[config.mk]
export PLATFORM = sky130hd
export DESIGN_NAME = fc_argmax_out
export DESIGN_NICKNAME = d
export VERILOG_FILES = /design/src/rtl/fc_pkg.sv /design/src/rtl/fc_top2_tracker.sv /design/src/rtl/fc_argmax_out.sv
export SDC_FILE = /design/constraint.sdc
export NUM_CORES = 1
export LEC_CHECK = 0
export BUFFER_PORTS_ARGS = -buffer_cell sky130_fd_sc_hd__buf_2
export CORE_MARGIN = 1.5
export CORE_UTILIZATION = 29
export CTS_CLUSTER_SIZE = 40
export DETAILED_ROUTE_END_ITERATION = 16
export GPL_TIMING_DRIVEN = 0
export PLACE_DENSITY = 0.52
export SLEW_MARGIN = 20
export SYNTH_ARGS = -nofsm -noshare
export SYNTH_HDL_FRONTEND = slang
export SYNTH_SLANG_ARGS = --single-unit
export TNS_END_PERCENT = 5
[constraint.sdc]
create_clock -name clk -period 5.2 [get_ports clk]
set_input_delay 0.52 -clock clk [delete_from_list [all_inputs] [get_ports clk]]
set_output_delay 0.52 -clock clk [all_outputs]
set_load 0.005 [all_outputs]
[src/rtl/fc_pkg.sv]
// Shared constants and state encoding for the layer-2 argmax result block.
package fc_pkg;
  localparam int DW    = 16;
  localparam int N_OUT = 256;
  localparam int IW    = 8;
  localparam int MW    = DW + 1;

  localparam logic signed [DW-1:0] MIN_VAL = {1'b1, {(DW-1){1'b0}}};

  typedef enum logic [1:0] {
    IDLE    = 2'd0,
    COLLECT = 2'd1,
    DONE    = 2'd2
  } state_t;
endpackage

[src/rtl/fc_top2_tracker.sv]
// Running maximum / second-maximum tracker; compare results are exposed so the
// owner can form the post-update values in the same cycle.
module fc_top2_tracker
  import fc_pkg::*;
#(
  parameter int DW = fc_pkg::DW,
  parameter int IW = fc_pkg::IW
) (
  input  logic          clk,
  input  logic          reset,
  input  logic          clear,
  input  logic          update,
  input  logic [DW-1:0] din,
  input  logic [IW-1:0] din_idx,
  output logic [DW-1:0] max_val,
  output logic [DW-1:0] second_val,
  output logic [IW-1:0] max_idx,
  output logic          gt_max,
  output logic          gt_second
);
  localparam logic signed [DW-1:0] MIN_V = {1'b1, {(DW-1){1'b0}}};

  logic signed [DW-1:0] din_s;
  logic signed [DW-1:0] max_r;
  logic signed [DW-1:0] second_r;
  logic [IW-1:0]        idx_r;

  assign din_s      = din;
  assign gt_max     = din_s > max_r;
  assign gt_second  = din_s > second_r;
  assign max_val    = max_r;
  assign second_val = second_r;
  assign max_idx    = idx_r;

  // Strict compares: an equal value never steals the index but can raise second.
  always_ff @(posedge clk or posedge reset) begin
    if (reset) begin
      max_r    <= MIN_V;
      second_r <= MIN_V;
      idx_r    <= '0;
    end else if (clear) begin
      max_r    <= MIN_V;
      second_r <= MIN_V;
      idx_r    <= '0;
    end else if (update) begin
      if (gt_max) begin
        second_r <= max_r;
        max_r    <= din_s;
        idx_r    <= din_idx;
      end else if (gt_second) begin
        second_r <= din_s;
      end
    end
  end
endmodule

[src/rtl/fc_argmax_out.sv]
// Collects N_OUT layer-2 scores, reports argmax, max score and top-2 margin
// behind a valid/ack handshake.
module fc_argmax_out
  import fc_pkg::*;
#(
  parameter int N_OUT = fc_pkg::N_OUT,
  parameter int DW    = fc_pkg::DW,
  parameter int IW    = fc_pkg::IW
) (
  input  logic          clk,
  input  logic          reset,
  input  logic          start,
  input  logic          in_valid,
  input  logic [DW-1:0] in_data,
  output logic          busy,
  output logic          res_valid,
  input  logic          res_ack,
  output logic [IW-1:0] res_index,
  output logic [DW-1:0] res_value,
  output logic [DW:0]   res_margin,
  output logic          overflow
);
  localparam logic [IW-1:0] LAST_IDX = IW'(N_OUT - 1);

  state_t               state;
  logic [IW-1:0]        cnt;
  logic [DW-1:0]        max_val;
  logic [DW-1:0]        second_val;
  logic [IW-1:0]        max_idx;
  logic                 gt_max;
  logic                 gt_second;
  logic                 upd;
  logic signed [DW-1:0] nxt_max;
  logic signed [DW-1:0] nxt_second;
  logic [IW-1:0]        nxt_idx;

  function automatic logic [DW:0] top2_margin(input logic signed [DW-1:0] hi,
                                              input logic signed [DW-1:0] lo);
    logic signed [DW:0] diff;
    diff = {hi[DW-1], hi} - {lo[DW-1], lo};
    return diff;
  endfunction

  // A start always wins over a sample in the same cycle.
  assign upd = (state == COLLECT) && in_valid && !start;

  fc_top2_tracker #(.DW(DW), .IW(IW)) u_trk (
    .clk        (clk),
    .reset      (reset),
    .clear      (start),
    .update     (upd),
    .din        (in_data),
    .din_idx    (cnt),
    .max_val    (max_val),
    .second_val (second_val),
    .max_idx    (max_idx),
    .gt_max     (gt_max),
    .gt_second  (gt_second)
  );

  // Post-update tracker view, so the final sample lands in the result directly.
  always_comb begin
    nxt_max    = max_val;
    nxt_second = second_val;
    nxt_idx    = max_idx;
    if (gt_max) begin
      nxt_second = max_val;
      nxt_max    = in_data;
      nxt_idx    = cnt;
    end else if (gt_second) begin
      nxt_second = in_data;
    end
  end

  always_ff @(posedge clk or posedge reset) begin
    if (reset) begin
      state      <= IDLE;
      busy       <= 1'b0;
      res_valid  <= 1'b0;
      res_index  <= '0;
      res_value  <= '0;
      res_margin <= '0;
      overflow   <= 1'b0;
      cnt        <= '0;
    end else begin
      case (state)
        IDLE: begin
          if (start) begin
            state    <= COLLECT;
            busy     <= 1'b1;
            cnt      <= '0;
            overflow <= 1'b0;
          end
        end
        COLLECT: begin
          if (start) begin
            cnt <= '0;
          end else if (in_valid) begin
            if (cnt == LAST_IDX) begin
              state      <= DONE;
              busy       <= 1'b0;
              res_valid  <= 1'b1;
              res_index  <= nxt_idx;
              res_value  <= nxt_max;
              res_margin <= top2_margin(nxt_max, nxt_second);
              cnt        <= '0;
            end else begin
              cnt <= cnt + 1'b1;
            end
          end
        end
        DONE: begin
          if (start) begin
            state     <= COLLECT;
            busy      <= 1'b1;
            res_valid <= 1'b0;
            cnt       <= '0;
            overflow  <= 1'b0;
          end else begin
            if (in_valid) overflow <= 1'b1;
            if (res_ack) begin
              state     <= IDLE;
              res_valid <= 1'b0;
            end
          end
        end
        default: begin
          state     <= IDLE;
          busy      <= 1'b0;
          res_valid <= 1'b0;
        end
      endcase
    end
  end
endmodule

==> key figures <==
Clock network
  • Buffer count from post-CTS setup fixing: 0
  • CTS tree: built
  • Clock transition at path regs: 70 ps
  • Clock sink count: 94
  • H-Tree Depth: 3
  • CTS Buf Count: 9
  • Hold buffers post-CTS: 0
  • Max Root-Sink Buffers: 2
  • Clock Latency Late Sink: 350 ps
  • CTS Root Buffer Type: clkbuf_16

Die
  • Core Box Area: 19,650 um2
  • Core Rows: 51
  • Die area: ~21,000 um2
  • Initial Util: 0.2990
  • Die Span Y: 145.3 um
  • Io pins: 65
  • Die X: 145.3 um

Setup path
  • Launching point of the worst reg2reg path: u_trk.max_val[15]
  • Max FO, Critical Path: 10
  • Reg2reg setup slack: 320 ps
  • Top cell family by delay on the critical path: compound AO/OA/AOI/OAI gates
  • Cell Chain, Critical Path: inv_1, ha_1, nand4_1, nor2_1, o21a_1, a211oi_4, nor2_4, clkbuf_1, a21oi_1, ha_1, inv_1, fa_1, a211oi_2, o21ai_0, a21oi_1, o21ai_0, a311oi_1, mux2i_1, o21ai_0
  • Worst setup path endpoint: res_margin[16]
  • WP buf/inv: 3
  • Crit. path cell count: 19
  • CP max-delay cell: dfstp_2
  • RR Endpoint: res_margin[16]
  • Crit end category: flop
  • WS Path Type: reg -> reg
  • Worst path max stage delay: around 520 ps
  • CP arrival: 5160 ps
  • Most common cell on crit path: o21ai_0
  • CP startpoint: u_trk.max_val[15]
  • Worst Path Required: ~5500 ps
  • Critical Path Start Type: flop
  • Length in cells of the worst reg-to-reg path: 19

Synth
  • Number of synthesized flops with an enable pin: 0
  • Top post-synthesis cells by area: dfrtp_1, ha_1, o21ai_0
  • Gate Count Post-Synth: 623
  • Synthesized net count: 695
  • Synth Area in Adders: 0.1099
  • Synth Area in Simple Gates: 0.1144
  • Largest family of logic cells by synthesized area: compound AO/OA/AOI/OAI gates
  • Most common cell in the netlist: dfrtp_1
  • Synth top area share: 0.3918
  • Synth Area in XOR/XNOR: 0.02087
  • Commonest register cell after synthesis: dfrtp_1
  • Complex-gate fraction of the synthesized area: 0.2176
  • Syn Area/Cell: 9.431 um2
  • Netlist Area Pre-Place: a little under 6000 um2
  • Post-synthesis mux area share: 0.07687
  • Post-synth top cells: dfrtp_1, nand2_1, o21ai_0
  • Synth cell types: 52
  • Warnings, synthesis: 0
  • #FFs+latches synth: 94
  • Dominant cell type by area after synthesis: dfrtp_1
  • Async S/R FF share, synth: 1.000
  • Sequential area share after synthesis: 0.4008

Power
  • P_leak: 3.365 nW
  • Clock network power share: 0.367
  • Total chip power: 2.204 mW
  • VDD IR max: 0.0002486 V
  • Gate power share: 0.284
  • PwrDens: roughly 320 nW/um2
  • Flop pwr share: 0.349
  • P_sw: just over 0.7 mW
  • Net Sw Frac: 0.3201
  • P_int: 1.498 mW

STA
  • Pins Over Slew Limit: 0
  • Fmax: between 200 and 250 MHz
  • Least-Margin Pin Slew: 722.3 ps
  • Slew margin rel.: 0.5185
  • Period utilization: 0.9388
  • Final setup vio count: 0
  • Worst Slack Setup Final: 318.3 ps
  • Tmin final: 4882 ps
  • Clk_skew: between 7 and 8 ps
  • Final Hold Viols: 0
  • RSZ-0062 raised after global routing: no

Run status
  • Status: complete, no violations

Detailed routing
  • Drt drc: 0
  • Post-route ant nets: 0
  • DRT Wirelength: 16.41 mm
  • Initial DRC Count: 294
  • Drt wl/cell: 16.93 um
  • Vias per cell: 4.950
  • First-pass iteration count of the detailed router: 4
  • DR vias: 4,797

Layout
  • Antenna cells: 0
  • Layout Nets: approximately 770
  • P&R area growth vs syn: 18.38%
  • Fill count: 2,090
  • Fin util: 0.3539
  • Layout cells sized above 1: 0.1804

Flow run
  • Max-cap viol count: 0

Worst hold path
  • Worst hold path type: in -> async

Global routing
  • Global-route wire length before repair: 26.61 mm
  • Largest net degree at the start of global routing: 71
  • Gr usage total: 0.1595
  • Initial antenna violation count: 0
  • Vias in the first global route: 4,862
  • Remaining global-route overflow: 0

Placement
  • Gpl congestion: around 0.84
  • Dpl hpwl: 12.47 mm
  • IO Port Bufs: 64
  • DP Worst Slack: -122.7 ps
-- power groups by stage --
stage	clock [mW]	combinational [mW]	sequential, mW
after floorplan	0	0.450	0.779
after global placement	0	0.609	0.783
after detailed placement	0	0.617	0.783
after CTS	0.824	0.620	0.770
after global routing	0.845	0.699	0.773
final	0.809	0.625	0.770
-- registers in the layout, indices dropped and copies added, names as in the netlist --
signal / cells
res_margin: 17
res_value: 16
u_trk.max_val: 16
u_trk.second_val: 16
cnt: 8
res_index: 8
u_trk.max_idx: 8
state: 2
busy: 1
overflow: 1
res_valid: 1
-- worst register-to-register path: stages, from the launching register on --
cell,delay [ps]
dfstp_2,520
inv_1,80
ha_1,360
nand4_1,190
nor2_1,70
o21a_1,200
a211oi_4,470
nor2_4,140
clkbuf_1,300
a21oi_1,270
ha_1,210
inv_1,60
fa_1,440
a211oi_2,290
o21ai_0,210
a21oi_1,240
o21ai_0,160
a311oi_1,320
mux2i_1,130
o21ai_0,150
-- metal layers --
layer / track usage / share of wire / up-vias
met5: 0 / 0 / -
met4: 0.03776 / 0.013 / 0
met2: 0.2614 / 0.47 / 87
met3: 0.02790 / 0.030 / 13
met1: 0.2184 / 0.49 / 2317
li1: - / - / 2380
-- kinds of logic (layout without fill, tap and decap cells) --
family,count (synthesis),after routing
compound gates,191,191
simple gates,145,145
flops,94,94
buf+inv,85,166
fa+ha+maj,51,51
mux,43,43
xor+xnor,14,14
-- cells in the final DEF (no fill, tap or decap), types with 9 or more instances in the layout --
cell type | synthesis | layout
nor2_1 | 25 | 25
ha_1 | 50 | 50
o221ai_2 | 10 | 10
buf_2 | 7 | 69
o21ai_1 | 13 | 13
o21ai_0 | 58 | 58
dfrtp_1 | 92 | 92
a22o_1 | 26 | 26
clkbuf_16 | 0 | 9
clkbuf_1 | 19 | 18
inv_1 | 56 | 55
nand2_1 | 68 | 68
a21oi_1 | 46 | 46
mux2_2 | 15 | 15
mux2i_1 | 26 | 26
nand4_1 | 10 | 10
-- timing repair --
| item | CTS | global route |
|---|---|---|
| pin swaps | 0 | 1 |
| resized for setup | 1 | 11 |
| endpoints found under the setup margin | 1 | 4 |
-- cell type report --
class	instances	area, um2	share of cell area
Clock buffer	11	252.7	0.03634
Multi-Input combinational cell	444	3197	0.4596
Inverter	56	215.2	0.03094
Sequential cell	94	2355	0.3386
Buffer	29	152.6	0.02195
Tap cell	265	331.6	0.04767
Clock inverter	5	103.9	0.01493
Timing Repair Buffer	65	347.8	0.05001
-- worst min path at each step --
stage / to / slack, ps / start
2_1_floorplan: u_trk.max_idx[0] / 470 / u_trk.max_idx[0]
3_3_place_gp: res_margin[9] / 470 / res_margin[9]
3_5_place_dp: res_index[4] / 470 / res_index[4]
4_1_cts: res_margin[7] / 110 / reset
5_1_grt: res_margin[7] / 120 / reset
6_report: res_margin[7] / 110 / reset
-- metrics by stage --
step                      hold WS (ps)  instance area [um2]  setup TNS [ps]  instances
final                            111.5                 6955               0        969
after floorplan                  465.4                 5876               0        623
after global placement           467.8                 6528          -215.8        952
after CTS                        109.8                 6918               0        969
after detailed placement         469.5                 6560          -155.6        953
after global routing             118.1                 6955               0        969
Note: power is estimated with default switching activity, not from simulation.
